==> src/rtl/cdr_rx.sv <==
// Clock/data recovery for the Zigbee receive path: locks a phase counter onto
// transitions of the oversampled demodulated bitstream and strobes one bit per period.
module cdr_rx #(
  parameter int OVERSAMPLE = 16,
  parameter int TOL        = 2,
  parameter int LOCK_EDGES = 4,
  parameter int MAX_MISS   = 2,
  parameter int MAX_RUN    = 8
) (
  input  logic clk,
  input  logic reset_n,
  input  logic enable,
  input  logic rx_in,
  output logic data_out,
  output logic en_cdr,
  output logic locked,
  output logic lock_lost
);

  localparam int PH_W   = $clog2(OVERSAMPLE);
  localparam int GOOD_W = $clog2(LOCK_EDGES + 1);
  localparam int MISS_W = $clog2(MAX_MISS + 1);
  localparam int RUN_W  = $clog2(MAX_RUN + 1);

  localparam logic [PH_W-1:0]   PH_ONE    = PH_W'(1);
  localparam logic [PH_W-1:0]   PH_MAX    = PH_W'(OVERSAMPLE - 1);
  localparam logic [PH_W-1:0]   PH_MID    = PH_W'(OVERSAMPLE / 2);
  localparam logic [PH_W-1:0]   PH_LO     = PH_W'(TOL);
  localparam logic [PH_W-1:0]   PH_HI     = PH_W'(OVERSAMPLE - TOL);
  localparam logic [GOOD_W-1:0] GOOD_ONE  = GOOD_W'(1);
  localparam logic [GOOD_W-1:0] GOOD_TGT  = GOOD_W'(LOCK_EDGES);
  localparam logic [MISS_W-1:0] MISS_ONE  = MISS_W'(1);
  localparam logic [MISS_W-1:0] MISS_TGT  = MISS_W'(MAX_MISS);
  localparam logic [RUN_W-1:0]  RUN_ONE   = RUN_W'(1);
  localparam logic [RUN_W-1:0]  RUN_MAX   = RUN_W'(MAX_RUN);

  typedef enum logic [1:0] {
    S_IDLE    = 2'd0,
    S_ACQUIRE = 2'd1,
    S_LOCKED  = 2'd2
  } state_t;

  logic              r_sync1, r_rx_s, r_rx_d;
  state_t            r_state, w_state_nxt;
  logic [PH_W-1:0]   r_ph, w_ph_nxt;
  logic [GOOD_W-1:0] r_good_cnt, w_good_nxt;
  logic [MISS_W-1:0] r_miss_cnt, w_miss_nxt;
  logic [RUN_W-1:0]  r_run_cnt, w_run_nxt;
  logic              r_data_out, r_en_cdr, r_locked, r_lock_lost;
  logic              w_edge, w_good_edge, w_sample, w_strobe;

  // rx_in is asynchronous: two flops before anything looks at it, a third for edges.
  // NOTE: sequential state uses non-blocking assignments so every flop samples pre-edge values.
  always_ff @(posedge clk or negedge reset_n) begin
    if (!reset_n) begin
      r_sync1 <= 1'b0;
      r_rx_s  <= 1'b0;
      r_rx_d  <= 1'b0;
    end else begin
      r_sync1 <= rx_in;
      r_rx_s  <= r_sync1;
      r_rx_d  <= r_rx_s;
    end
  end

  assign w_edge      = r_rx_s ^ r_rx_d;
  assign w_good_edge = w_edge && ((r_ph <= PH_LO) || (r_ph >= PH_HI));
  assign w_sample    = (r_ph == PH_MID) && !w_edge;

  always_ff @(posedge clk or negedge reset_n) begin
    if (!reset_n) begin
      r_state    <= S_IDLE;
      r_ph       <= '0;
      r_good_cnt <= '0;
      r_miss_cnt <= '0;
      r_run_cnt  <= '0;
    end else begin
      r_state    <= w_state_nxt;
      r_ph       <= w_ph_nxt;
      r_good_cnt <= w_good_nxt;
      r_miss_cnt <= w_miss_nxt;
      r_run_cnt  <= w_run_nxt;
    end
  end

  // NOTE: every signal written here gets a default first, so no latches are inferred.
  always_comb begin
    w_state_nxt = r_state;
    w_ph_nxt    = (r_ph == PH_MAX) ? '0 : r_ph + PH_ONE;
    w_good_nxt  = r_good_cnt;
    w_miss_nxt  = r_miss_cnt;
    w_run_nxt   = r_run_cnt;
    w_strobe    = 1'b0;

    if (w_edge) begin
      w_ph_nxt  = PH_ONE;
      w_run_nxt = '0;
    end else if (w_sample) begin
      w_run_nxt = r_run_cnt + RUN_ONE;
    end

    case (r_state)
      S_IDLE: begin
        if (w_edge) begin
          w_state_nxt = S_ACQUIRE;
          w_good_nxt  = '0;
        end
      end
      S_ACQUIRE: begin
        if (w_good_edge) begin
          w_good_nxt = r_good_cnt + GOOD_ONE;
          if (w_good_nxt == GOOD_TGT) begin
            w_state_nxt = S_LOCKED;
            w_miss_nxt  = '0;
          end
        end else if (w_edge) begin
          w_good_nxt = '0;
        end
      end
      S_LOCKED: begin
        if (w_good_edge) begin
          w_miss_nxt = '0;
        end else if (w_edge) begin
          w_miss_nxt = r_miss_cnt + MISS_ONE;
          if (w_miss_nxt == MISS_TGT) begin
            w_state_nxt = S_ACQUIRE;
            w_good_nxt  = '0;
          end
        end
        w_strobe = w_sample && (r_run_cnt < RUN_MAX);
      end
      default: w_state_nxt = S_IDLE;
    endcase

    // Too long without a transition: the phase estimate is stale, start over.
    if (w_sample && (r_run_cnt == RUN_MAX) && (r_state != S_IDLE)) begin
      w_state_nxt = S_IDLE;
      w_strobe    = 1'b0;
    end

    if (!enable) begin
      w_state_nxt = S_IDLE;
      w_strobe    = 1'b0;
    end

    if (w_state_nxt == S_IDLE) begin
      w_ph_nxt   = '0;
      w_good_nxt = '0;
      w_miss_nxt = '0;
      w_run_nxt  = '0;
    end
  end

  always_ff @(posedge clk or negedge reset_n) begin
    if (!reset_n) begin
      r_data_out  <= 1'b0;
      r_en_cdr    <= 1'b0;
      r_locked    <= 1'b0;
      r_lock_lost <= 1'b0;
    end else begin
      if (!enable) begin
        r_data_out <= 1'b0;
      end else if (w_strobe) begin
        r_data_out <= r_rx_s;
      end
      r_en_cdr    <= w_strobe;
      r_locked    <= (w_state_nxt == S_LOCKED);
      r_lock_lost <= (r_state == S_LOCKED) && (w_state_nxt != S_LOCKED);
    end
  end

  assign data_out  = r_data_out;
  assign en_cdr    = r_en_cdr;
  assign locked    = r_locked;
  assign lock_lost = r_lock_lost;

endmodule
==> config.mk <==
export PLATFORM = sky130hd
export DESIGN_NAME = cdr_rx
export DESIGN_NICKNAME = d
export VERILOG_FILES = /design/src/rtl/cdr_rx.sv
export SDC_FILE = /design/constraint.sdc
export NUM_CORES = 1
export LEC_CHECK = 0
export ABC_AREA = 1
export CORE_MARGIN = 2
export CORE_UTILIZATION = 53
export DETAILED_ROUTE_END_ITERATION = 10
export PLACE_DENSITY = 0.77
export SLEW_MARGIN = 25
export SYNTH_ARGS = -nofsm -noshare
export SYNTH_HDL_FRONTEND = slang
export SYNTH_SLANG_ARGS = --single-unit
==> constraint.sdc <==
create_clock -name clk -period 2 [get_ports clk]
set_clock_uncertainty 0.2 [all_clocks]
set_input_delay 0.5 -clock clk [delete_from_list [all_inputs] [get_ports clk]]
set_output_delay 0.5 -clock clk [all_outputs]
set_load 0.005 [all_outputs]
==> summary.md <==
| Metric | Value |
|---|---|
| Share of cells above drive strength 1 | 0.292 |
| Fill cell count | about 190 |
| Worst Setup End Kind | register |
| Max Clk Rate | 497 MHz |
| Final hold violations | 0 |
| ANT cells | 0 |
| Sink Count | 22 |
| Warnings, synthesis | 0 |
| Top-area cell type share of the netlist area | 0.387 |
| CTS tree | done |
| Layout Area Growth over Synthesis | 22.5% |
| Crit path required time | 2.00 ns |
| Depth of the CTS H-tree | 1 |
| Psw | 254 uW |
| Failing checks | negative setup slack |
| Overall global routing resource usage | 0.209 |
| Sequential share of the synthesized area | 0.387 |
| Synth Net Count | between 150 and 200 |
| Startpoint Class | register |
| Seq pwr share | 0.516 |
| Syn Area/Cell | 8.17 um2 |
| Initial drt markers | 42 |
| Hold Buf Count CTS | 0 |
| Crit Reg-Reg Startpoint | r_ph[0] |
| Post-place setup slack | -0.231 ns |
| Hold worst-path end | r_rx_s |
| Cell internal pwr | 636 uW |
| Critical setup path kind | reg2reg |
| Pin count of the biggest net entering global routing | 23 |
| Post-Synthesis Cells | 174 |
| WP data arrival | 2.02 ns |
| Unique masters post-synth | 27 |
| # rows | 18 |
| Max Cap Viol | 0 |
| Synth Flop Type | dfrtp_1 |
| Drt total wl | 3030 um |
| # DRC | 0 |
| Gpl congestion | 0.819 |
| WHS | 0.172 ns |
| DRT Pass-1 Iters | 5 |
| Unrepaired setup endpoints after global routing | yes |
| Vias per inst | 5.24 |
| Global route overflow | 0 |
| Worst R2R Path Depth | 15 |
| Cell taking the most area after synthesis | dfrtp_1 |
| Net Sw Frac | 0.285 |
| Hold crit path type | reg2reg |
| Max-slew headroom | 0.813 |
| Most common cell in the netlist | nand2_1 |
| Post-Syn Area | 1420 um2 |
| Clock Latency Late Sink | 0.31 ns |
| Deepest clock path buffer count | 2 |
| Total Nets Final | 219 |
| Via count | ~1,200 |
| Final Cycle Share | 1.01 |
| Final HPWL DP | 2090 um |
| Initial antenna violation count | 0 |
| Clk slew on worst S/H paths | 0.13 ns |
| Pwr Total | 890 uW |
| Worst slew pin tran | 0.280 ns |
| Worst Path Max Fanout | 7 |
| Core ar. | 2500 um2 |
| I/O pin count | 8 |
| PnR worst setup slack | -0.0137 ns |
| ANT nets after route | 0 |
| Synth top area cells | dfrtp_1, nand2_1, ha_1 |
| Worst R2R Setup Slack | -0.01 ns |
| Die ar. | 3110 um2 |
| Synthesis-stage register bit count | 22 |
| Die height | 55.8 um |
| Wire per inst | about 13 um |
| Power Density | 511 nW/um2 |
| Port bufs | 7 |
| Min cycle time layout | roughly 2 ns |
| Worst hold path startpoint | r_sync1 |
| Peak supply drop | 435 uV |
| CTS root buf | clkbuf_4 |
| Comb pwr share | 0.205 |
| Worst reg2reg endpoint | r_good_cnt[1] |
| EDFF count, synth | 0 |
| Status | finished with violations |
| Commonest cells in the netlist | nand2_1, inv_1, dfrtp_1 |
| Final Util | 0.697 |
| CTS buffer count | 3 |
| Setup-failing EPs final | 1 |
| Starting Density | 0.569 |
| Async set or reset register ratio after synthesis | 1.00 |
| Worst Hold Path Cells | 0 |
| Final slew viol count | 0 |
| Pleak | ~0.00089 uW |
| Vias in the first global route | 1,270 |
| Horiz. Die Dim | 55.8 um |
| First-pass GRT wire length | around 5200 um |
| Clk pwr share | 0.279 |
what timing repair did:
action / 4_1_cts / 5_1_grt
pin swaps: 5 / 5
setup endpoints to repair: 5 / 12
buffers inserted: 5 / 4
gates resized for setup: 5 / 12
layout make-up:
| class | count | area [um2] | area share |
|---|---|---|---|
| Multi-Input combinational cell | 126 | 811 | 0.466 |
| Clock buffer | 4 | 36.3 | 0.0208 |
| Sequential cell | 22 | 551 | 0.316 |
| Timing Repair Buffer | 25 | 205 | 0.118 |
| Tap cell | 30 | 37.5 | 0.0216 |
| Inverter | 25 | 101 | 0.0582 |
placed cells by master (no fill, tap or decap), types with 2 or more instances in the layout:
cell / instances
a21oi_1: 4
a21oi_2: 4
buf_4: 18
clkbuf_4: 3
clkdlybuf4s50_1: 7
dfrtp_1: 22
ha_1: 10
ha_2: 2
inv_1: 21
inv_2: 3
nand2_1: 46
nand2_2: 10
nand2_4: 5
nand3_1: 9
nand3_4: 2
nor2_1: 15
o21ai_0: 4
o21ai_2: 2
flip-flops by register name, summed over array words and instances (netlist names):
register and flops:
r_ph 4, r_run_cnt 4, r_good_cnt 3, r_miss_cnt 2, r_state 2, data_out 1
en_cdr 1, lock_lost 1, locked 1, r_rx_d 1, r_rx_s 1, r_sync1 1
routing by layer:
| layer | track usage | wire [um] | vias to the layer above |
|---|---|---|---|
| met4 | 0.0871 | 52 | 0 |
| li1 | - | - | 600 |
| met2 | 0.386 | 1590 | 31 |
| met5 | 0 | 0 | - |
| met1 | 0.233 | 1260 | 576 |
| met3 | 0.0372 | 124 | 9 |
power groups by stage:
stage | registers [uW] | clock network [uW] | logic (uW)
2_1_floorplan | 469 | 0 | 104
3_3_place_gp | 467 | 0 | 153
3_5_place_dp | 468 | 0 | 157
4_1_cts | 460 | 259 | 169
5_1_grt | 461 | 276 | 204
6_report | 459 | 248 | 182
worst max path at each step:
stage,startpoint,end
floorplan,r_ph[0],r_good_cnt[0]
global placement,enable,r_good_cnt[1]
detailed placement,enable,r_good_cnt[1]
CTS,r_ph[0],r_good_cnt[1]
global route,r_state[1],r_good_cnt[1]
finish,r_ph[0],r_good_cnt[1]
cells by family (layout without fill, tap and decap cells):
| kind of cell | after synthesis | count (layout) | share of synthesized area |
|---|---|---|---|
| buf+inv | 26 | 54 | 0.0792 |
| simple gates | 94 | 94 | 0.336 |
| compound gates | 17 | 17 | 0.0722 |
| flops | 22 | 22 | 0.387 |
| fa+ha+maj | 12 | 12 | 0.106 |
| mux | 1 | 1 | 0.00704 |
| xor+xnor | 2 | 2 | 0.0123 |
stage by stage:
stage | setup TNS, ns | area (um2) | instances
2_1_floorplan | 0 | 1420 | 174
3_3_place_gp | -1.14 | 1590 | 219
3_5_place_dp | -1.81 | 1590 | 219
4_1_cts | -0.0189 | 1670 | 228
5_1_grt | -0.992 | 1740 | 232
6_report | -0.0137 | 1740 | 232
critical path, stage by stage (launching register included):
cell and delay [ns]:
dfrtp_1 0.40, inv_2 0.07, ha_1 0.14, inv_1 0.04
nand2_1 0.06, nand2_2 0.06, nand2_4 0.10, nand3_2 0.08
a21oi_2 0.14, nand2_2 0.09, nand2_4 0.11, nand2_8 0.08
nand3_4 0.11, nand2_2 0.08, nand2_1 0.07, nand2_1 0.06
Note: power is estimated with default switching activity, not from simulation.
==> variant 1: new RTL, same flow settings <==
One comparison of `r_run_cnt` changes from == to >=.
--- a/src/rtl/cdr_rx.sv
+++ b/src/rtl/cdr_rx.sv
@@ -133,7 +133,7 @@
     endcase
 
     // Too long without a transition: the phase estimate is stale, start over.
-    if (w_sample && (r_run_cnt == RUN_MAX) && (r_state != S_IDLE)) begin
+    if (w_sample && (r_run_cnt >= RUN_MAX) && (r_state != S_IDLE)) begin
       w_state_nxt = S_IDLE;
       w_strobe    = 1'b0;
     end
Formal check against the unedited RTL: same outputs for any inputs over 10 cycles, from zero or initial values and one cycle with reset_n low; that may be too few to reach the edited logic, so the function may still have changed.
==> variant 1 against the original RTL <==
Area after synthesis shrank 2.6%; critical path type unchanged; clock power fell by 15%; sequential cell count unchanged; non-clock buffer count fell by 6; final cell count down 2.2%; routed wire length decreased by 8.2%; critical endpoint is now r_miss_cnt[0]$_DFFE_PN0P_; the run still ends with setup timing left; power shrank 6.2%; final area shrank 4.1%; global-route usage down 1.2 points; setup slack got worse by 0.016 ns.
==> variant 1: results (changes against the original RTL) <==
outcome:
  violations: "setup timing"  # unchanged
  outcome: "complete, but fails checks"  # unchanged
logic_synthesis:
  yosys-top-cells-area: "dfrtp_1 (40%), nand2_1 (15%), ha_1 (11%)"  # was dfrtp_1 (39%), nand2_1 (13%), ha_1 (11%)
  yosysSeqAreaShare: 0.398  # was 0.387
  ys.flop_type: "dfrtp_1"  # unchanged
  synthMuxAreaShare: 0  # was 0.00704
  ys_types: 25  # was 27
  syn_nets: 191  # was 190
  synth_xor_area_frac: 0.0190  # was 0.0123
  synth-adder-area-share: 0.108  # was 0.106
  synth_commonest_cells: "nand2_1 (54), inv_1 (26), dfrtp_1 (22)"  # was nand2_1 (49), inv_1 (23), dfrtp_1 (22)
  avgSynthCellArea_sq_um: 7.91  # was 8.17 sq um
  synth_compound_area_frac: 0.0570  # was 0.0722
  postSynthCellCount: 175  # was 174
sta:
  whs_ns: 0.168  # was 0.172 ns
  setup_viol: 1  # unchanged
  slew_headroom: 0.785  # was 0.813
  setup_tns_ns: -0.0299  # was -0.0137 ns
  setup_ws_ns: -0.0299  # was -0.0137 ns
cells_and_area:
  inv_count: 29  # was 25
  n_fill_cell: 189  # was 194
  multi_input_area_share: 0.463  # was 0.466
  drive_gt1_frac: 0.223  # was 0.292
  clkCellAreaFrac: 0.0135  # was 0.0208
  buf_share: 0.103  # was 0.118
  syn2layout_area_growth_pct: 20.7  # was 22.5%
  seq-cell-share: 0.330  # was 0.316
  buffers: 19  # was 25
  finalNonFillerCells: 227  # was 232
  seq_cell_count: 22  # unchanged
  nMultiInputCombCells: 124  # was 126
worst_setup_path:
  slowest_delay_ns: 0.43  # was 0.40 ns
  r2r-start: "r_ph[1]$_DFF_PN0_"  # was r_ph[0]$_DFF_PN0_
  cp.arrival_ns: 2.05  # was 2.02 ns
  r2r-end: "r_miss_cnt[0]$_DFFE_PN0P_"  # was r_good_cnt[1]$_DFFE_PN0P_
power_and_ir_drop:
  p_seq_mw: 0.462
  peakVddDrop_mv: 0.308  # was 0.435 mV
  p_sw_frac: 0.302  # was 0.285
  power_frac_seq: 0.554  # was 0.516
  comb_power_share: 0.194  # was 0.205
  leakagePower_nw: 0.855  # was 0.885 nW
clock_tree:
  ctsLongestPathBuffers: 2  # unchanged
  post_cts.repair.setup_buffers: 3  # was 5
  post_cts_resized: 8  # was 5
grt:
  grt_pass1_vias: 1051  # was 1270
  track_usage: 0.197  # was 0.209
  grt_max_degree: 23  # unchanged
  grt_pass1_wl_um: 4290  # was 5210 um
routing:
  vias: 1158  # was 1216
  dr.pass1.iters: 4  # was 5
  drtIter0Drc: 29  # was 42
  drt-total-wl_um: 2780  # was 3030 um
placement:
  place_area_sq_um: 1530  # was 1590 sq um
  numPlacedInstances: 217  # was 219
  dp_hpwl_um: 2020  # was 2090 um
  place.gp.congestion: 0.833  # was 0.819
  pre_cts_slack_ns: -0.163  # was -0.231 ns
worst_hold_path:
  hp-start: "r_sync1$_DFF_PN0_"  # unchanged
  min_to: "r_rx_s$_DFF_PN0_"  # unchanged
==> variant 1: how the worst max path moves through the flow <==
stage | end | depth (start not counted) | slack, ns
after CTS | r_run_cnt[0]$_DFFE_PN0P_ | 14 | 0.006
after detailed placement | r_run_cnt[0]$_DFFE_PN0P_ | 11 | -0.16
after floorplan | r_miss_cnt[0]$_DFFE_PN0P_ | 15 | 0.16
after global placement | r_run_cnt[1]$_DFFE_PN0P_ | 11 | -0.12
after global routing | r_miss_cnt[0]$_DFFE_PN0P_ | 15 | -0.17
final | r_miss_cnt[0]$_DFFE_PN0P_ | 15 | -0.03
==> variant 1: routing by layer <==
| metal | part of all wire | vias to the layer above | wire (um) | GRT usage |
|---|---|---|---|---|
| met5 | 0 | - | 0 | 0 |
| met4 | 0.014 | 0 | 40 | 0.0691 |
| met3 | 0.035 | 5 | 97 | 0.0269 |
| met2 | 0.50 | 28 | 1390 | 0.351 |
| met1 | 0.45 | 535 | 1260 | 0.241 |
| li1 | - | 590 | - | - |
==> variant 2: new RTL, config.mk and constraints unchanged <==
Made on the original files. The parameter `MAX_RUN` goes from 8 to 32.
--- a/src/rtl/cdr_rx.sv
+++ b/src/rtl/cdr_rx.sv
@@ -5,7 +5,7 @@
   parameter int TOL        = 2,
   parameter int LOCK_EDGES = 4,
   parameter int MAX_MISS   = 2,
-  parameter int MAX_RUN    = 8
+  parameter int MAX_RUN    = 32
 ) (
   input  logic clk,
   input  logic reset_n,
Function: same outputs for any inputs over 10 cycles, from zero or initial values and one cycle with reset_n low; that may be too few to reach the edited logic, so the function may still have changed.
==> variant 2 against the original RTL <==
The run still ends with setup timing left; power is 8.8% higher; final cell count shrank 5.6%; routed wire length increased by 4.7%; first-iteration DRC count is 19% lower; combinational power increased by 12%; area after synthesis is 0.35% lower; sequential cell count up 2; final area rose by 2.2%; synthesized cell count fell by 5.2%; setup slack got worse by 0.035 ns; critical path type unchanged.
==> variant 2: results (changes against the original RTL) <==
cells_and_area:
  drive_gt1_frac: 0.317  # was 0.292
  top_regs: "r_run_cnt x6, r_ph x4, r_good_cnt x3"  # was r_ph x4, r_run_cnt x4, r_good_cnt x3
  layout.nets: 206  # was 219
worst_setup_path:
  cp.arrival_ns: 2.07  # was 2.02 ns
  r2r-end: "r_miss_cnt[1]$_DFFE_PN0P_"  # was r_good_cnt[1]$_DFFE_PN0P_
  ff2ff_path_depth: 13  # was 15
  path_max_fanout: 6  # was 7
routing:
  wl_per_cell_um: 14.5  # was 13.1 um
  drtIter0Drc: 34  # was 42
  vias: 1180  # was 1216
  dr.pass1.iters: 4  # was 5
outcome:
  outcome: "complete, but fails checks"  # unchanged
  violations: "setup timing"  # unchanged
grt:
  use_met1: 0.238  # was 0.233
  globalRouteMet2Util: 0.332  # was 0.386
  grt_max_degree: 25  # was 23
  track_usage: 0.196  # was 0.209
  grt_pass1_wl_um: 4840  # was 5210 um
  grtUsageMet3: 0.0302  # was 0.0372
placement:
  pre_cts_slack_ns: -0.113  # was -0.231 ns
  portBuffers: 7  # unchanged
  place.gp.congestion: 0.811  # was 0.819
  place_area_sq_um: 1570  # was 1590 sq um
logic_synthesis:
  yosysSeqAreaShare: 0.424  # was 0.387
  synth_commonest_cells: "nand2_1 (30), dfrtp_1 (24), inv_1 (22)"  # was nand2_1 (49), inv_1 (23), dfrtp_1 (22)
  syn_nets: 181  # was 190
  yosys-top-cells-area: "dfrtp_1 (42%), ha_1 (11%), nand2_1 (8.0%)"  # was dfrtp_1 (39%), nand2_1 (13%), ha_1 (11%)
  ys_types: 29  # was 27
power_and_ir_drop:
  leakagePower_nw: 0.845  # was 0.885 nW
  peakVddDrop_mv: 0.402  # was 0.435 mV
sta:
  setup_viol: 4  # was 1
  slew_violations: 0  # unchanged
  setup_ws_ns: -0.0482  # was -0.0137 ns
  slew_headroom: 0.741  # was 0.813
## variant 2: area by class of cell
| type | count | area (sq um) |
|---|---|---|
| Clock buffer | 4 | 36.3 |
| Fill cell | 172 | 721 |
| Inverter | 25 | 98.8 |
| Multi-Input combinational cell | 115 | 830 |
| Sequential cell | 24 | 602 |
| Tap cell | 30 | 37.5 |
| Timing Repair Buffer | 21 | 175 |
## variant 2: metal layers
metal  routed length (um)  part of all wire  vias up
met5                    0                 0        -
met4                   81             0.026        0
met3                   92             0.029        9
met2                 1720              0.54       22
met1                 1270              0.40      571
li1                     -                 -      578
## variant 2: where the power goes
group | switching (mW) | internal [mW] | leakage, nW | total, mW
Combinational | 0.125 | 0.0786 | 0.499 | 0.203
Clock | 0.151 | 0.112 | 0.0210 | 0.263
Sequential | 0.00721 | 0.495 | 0.325 | 0.502
Total | 0.283 | 0.685 | 0.845 | 0.968
## variant 2: cell families after synthesis
| kind of cell | after synthesis | synth area share |
|---|---|---|
| compound gates | 17 | 0.0813 |
| xor+xnor | 5 | 0.0309 |
| buf+inv | 26 | 0.0777 |
| fa+ha+maj | 12 | 0.106 |
| simple gates | 81 | 0.280 |
| flops | 24 | 0.424 |
## variant 2: worst min-delay path by stage
stage	depth (start not counted)	start	to
floorplan	0	reset_n	data_out$_DFFE_PN0P_
global placement	0	r_sync1$_DFF_PN0_	r_rx_s$_DFF_PN0_
detailed placement	0	r_sync1$_DFF_PN0_	r_rx_s$_DFF_PN0_
CTS	0	r_sync1$_DFF_PN0_	r_rx_s$_DFF_PN0_
global route	0	r_sync1$_DFF_PN0_	r_rx_s$_DFF_PN0_
finish	0	r_sync1$_DFF_PN0_	r_rx_s$_DFF_PN0_
## variant 2: through the flow
step / TNS (ns) / total power, mW / std cells / utilization / hold slack [ns]
2_1_floorplan: 0 / 0.605 / 165 / - / 0.00441
3_3_place_gp: -0.0967 / 0.648 / 209 / 0.629 / 0.137
3_5_place_dp: -0.437 / 0.653 / 209 / 0.629 / 0.142
4_1_cts: 0 / 0.917 / 214 / 0.653 / 0.172
5_1_grt: -0.690 / 1.01 / 219 / 0.712 / 0.187
6_report: -0.143 / 0.968 / 219 / 0.712 / 0.169
## variant 2: timing repair
| item | in CTS | in global routing |
|---|---|---|
| buffers inserted | 1 | 5 |
| pin swaps | 0 | 12 |
| setup endpoints to repair | 6 | 15 |
| resized for setup | 3 | 28 |
## variant 2: worst register-to-register path: stages, from the launching register on
cell,delay [ns]
dfrtp_1,0.41
inv_2,0.09
buf_4,0.12
ha_1,0.18
nand2_2,0.08
nor2_4,0.12
nand2_2,0.08
o21a_4,0.22
nand3_4,0.09
nand2_8,0.09
nand3_2,0.07
nand2_2,0.07
nand2_2,0.06
nand2_1,0.04
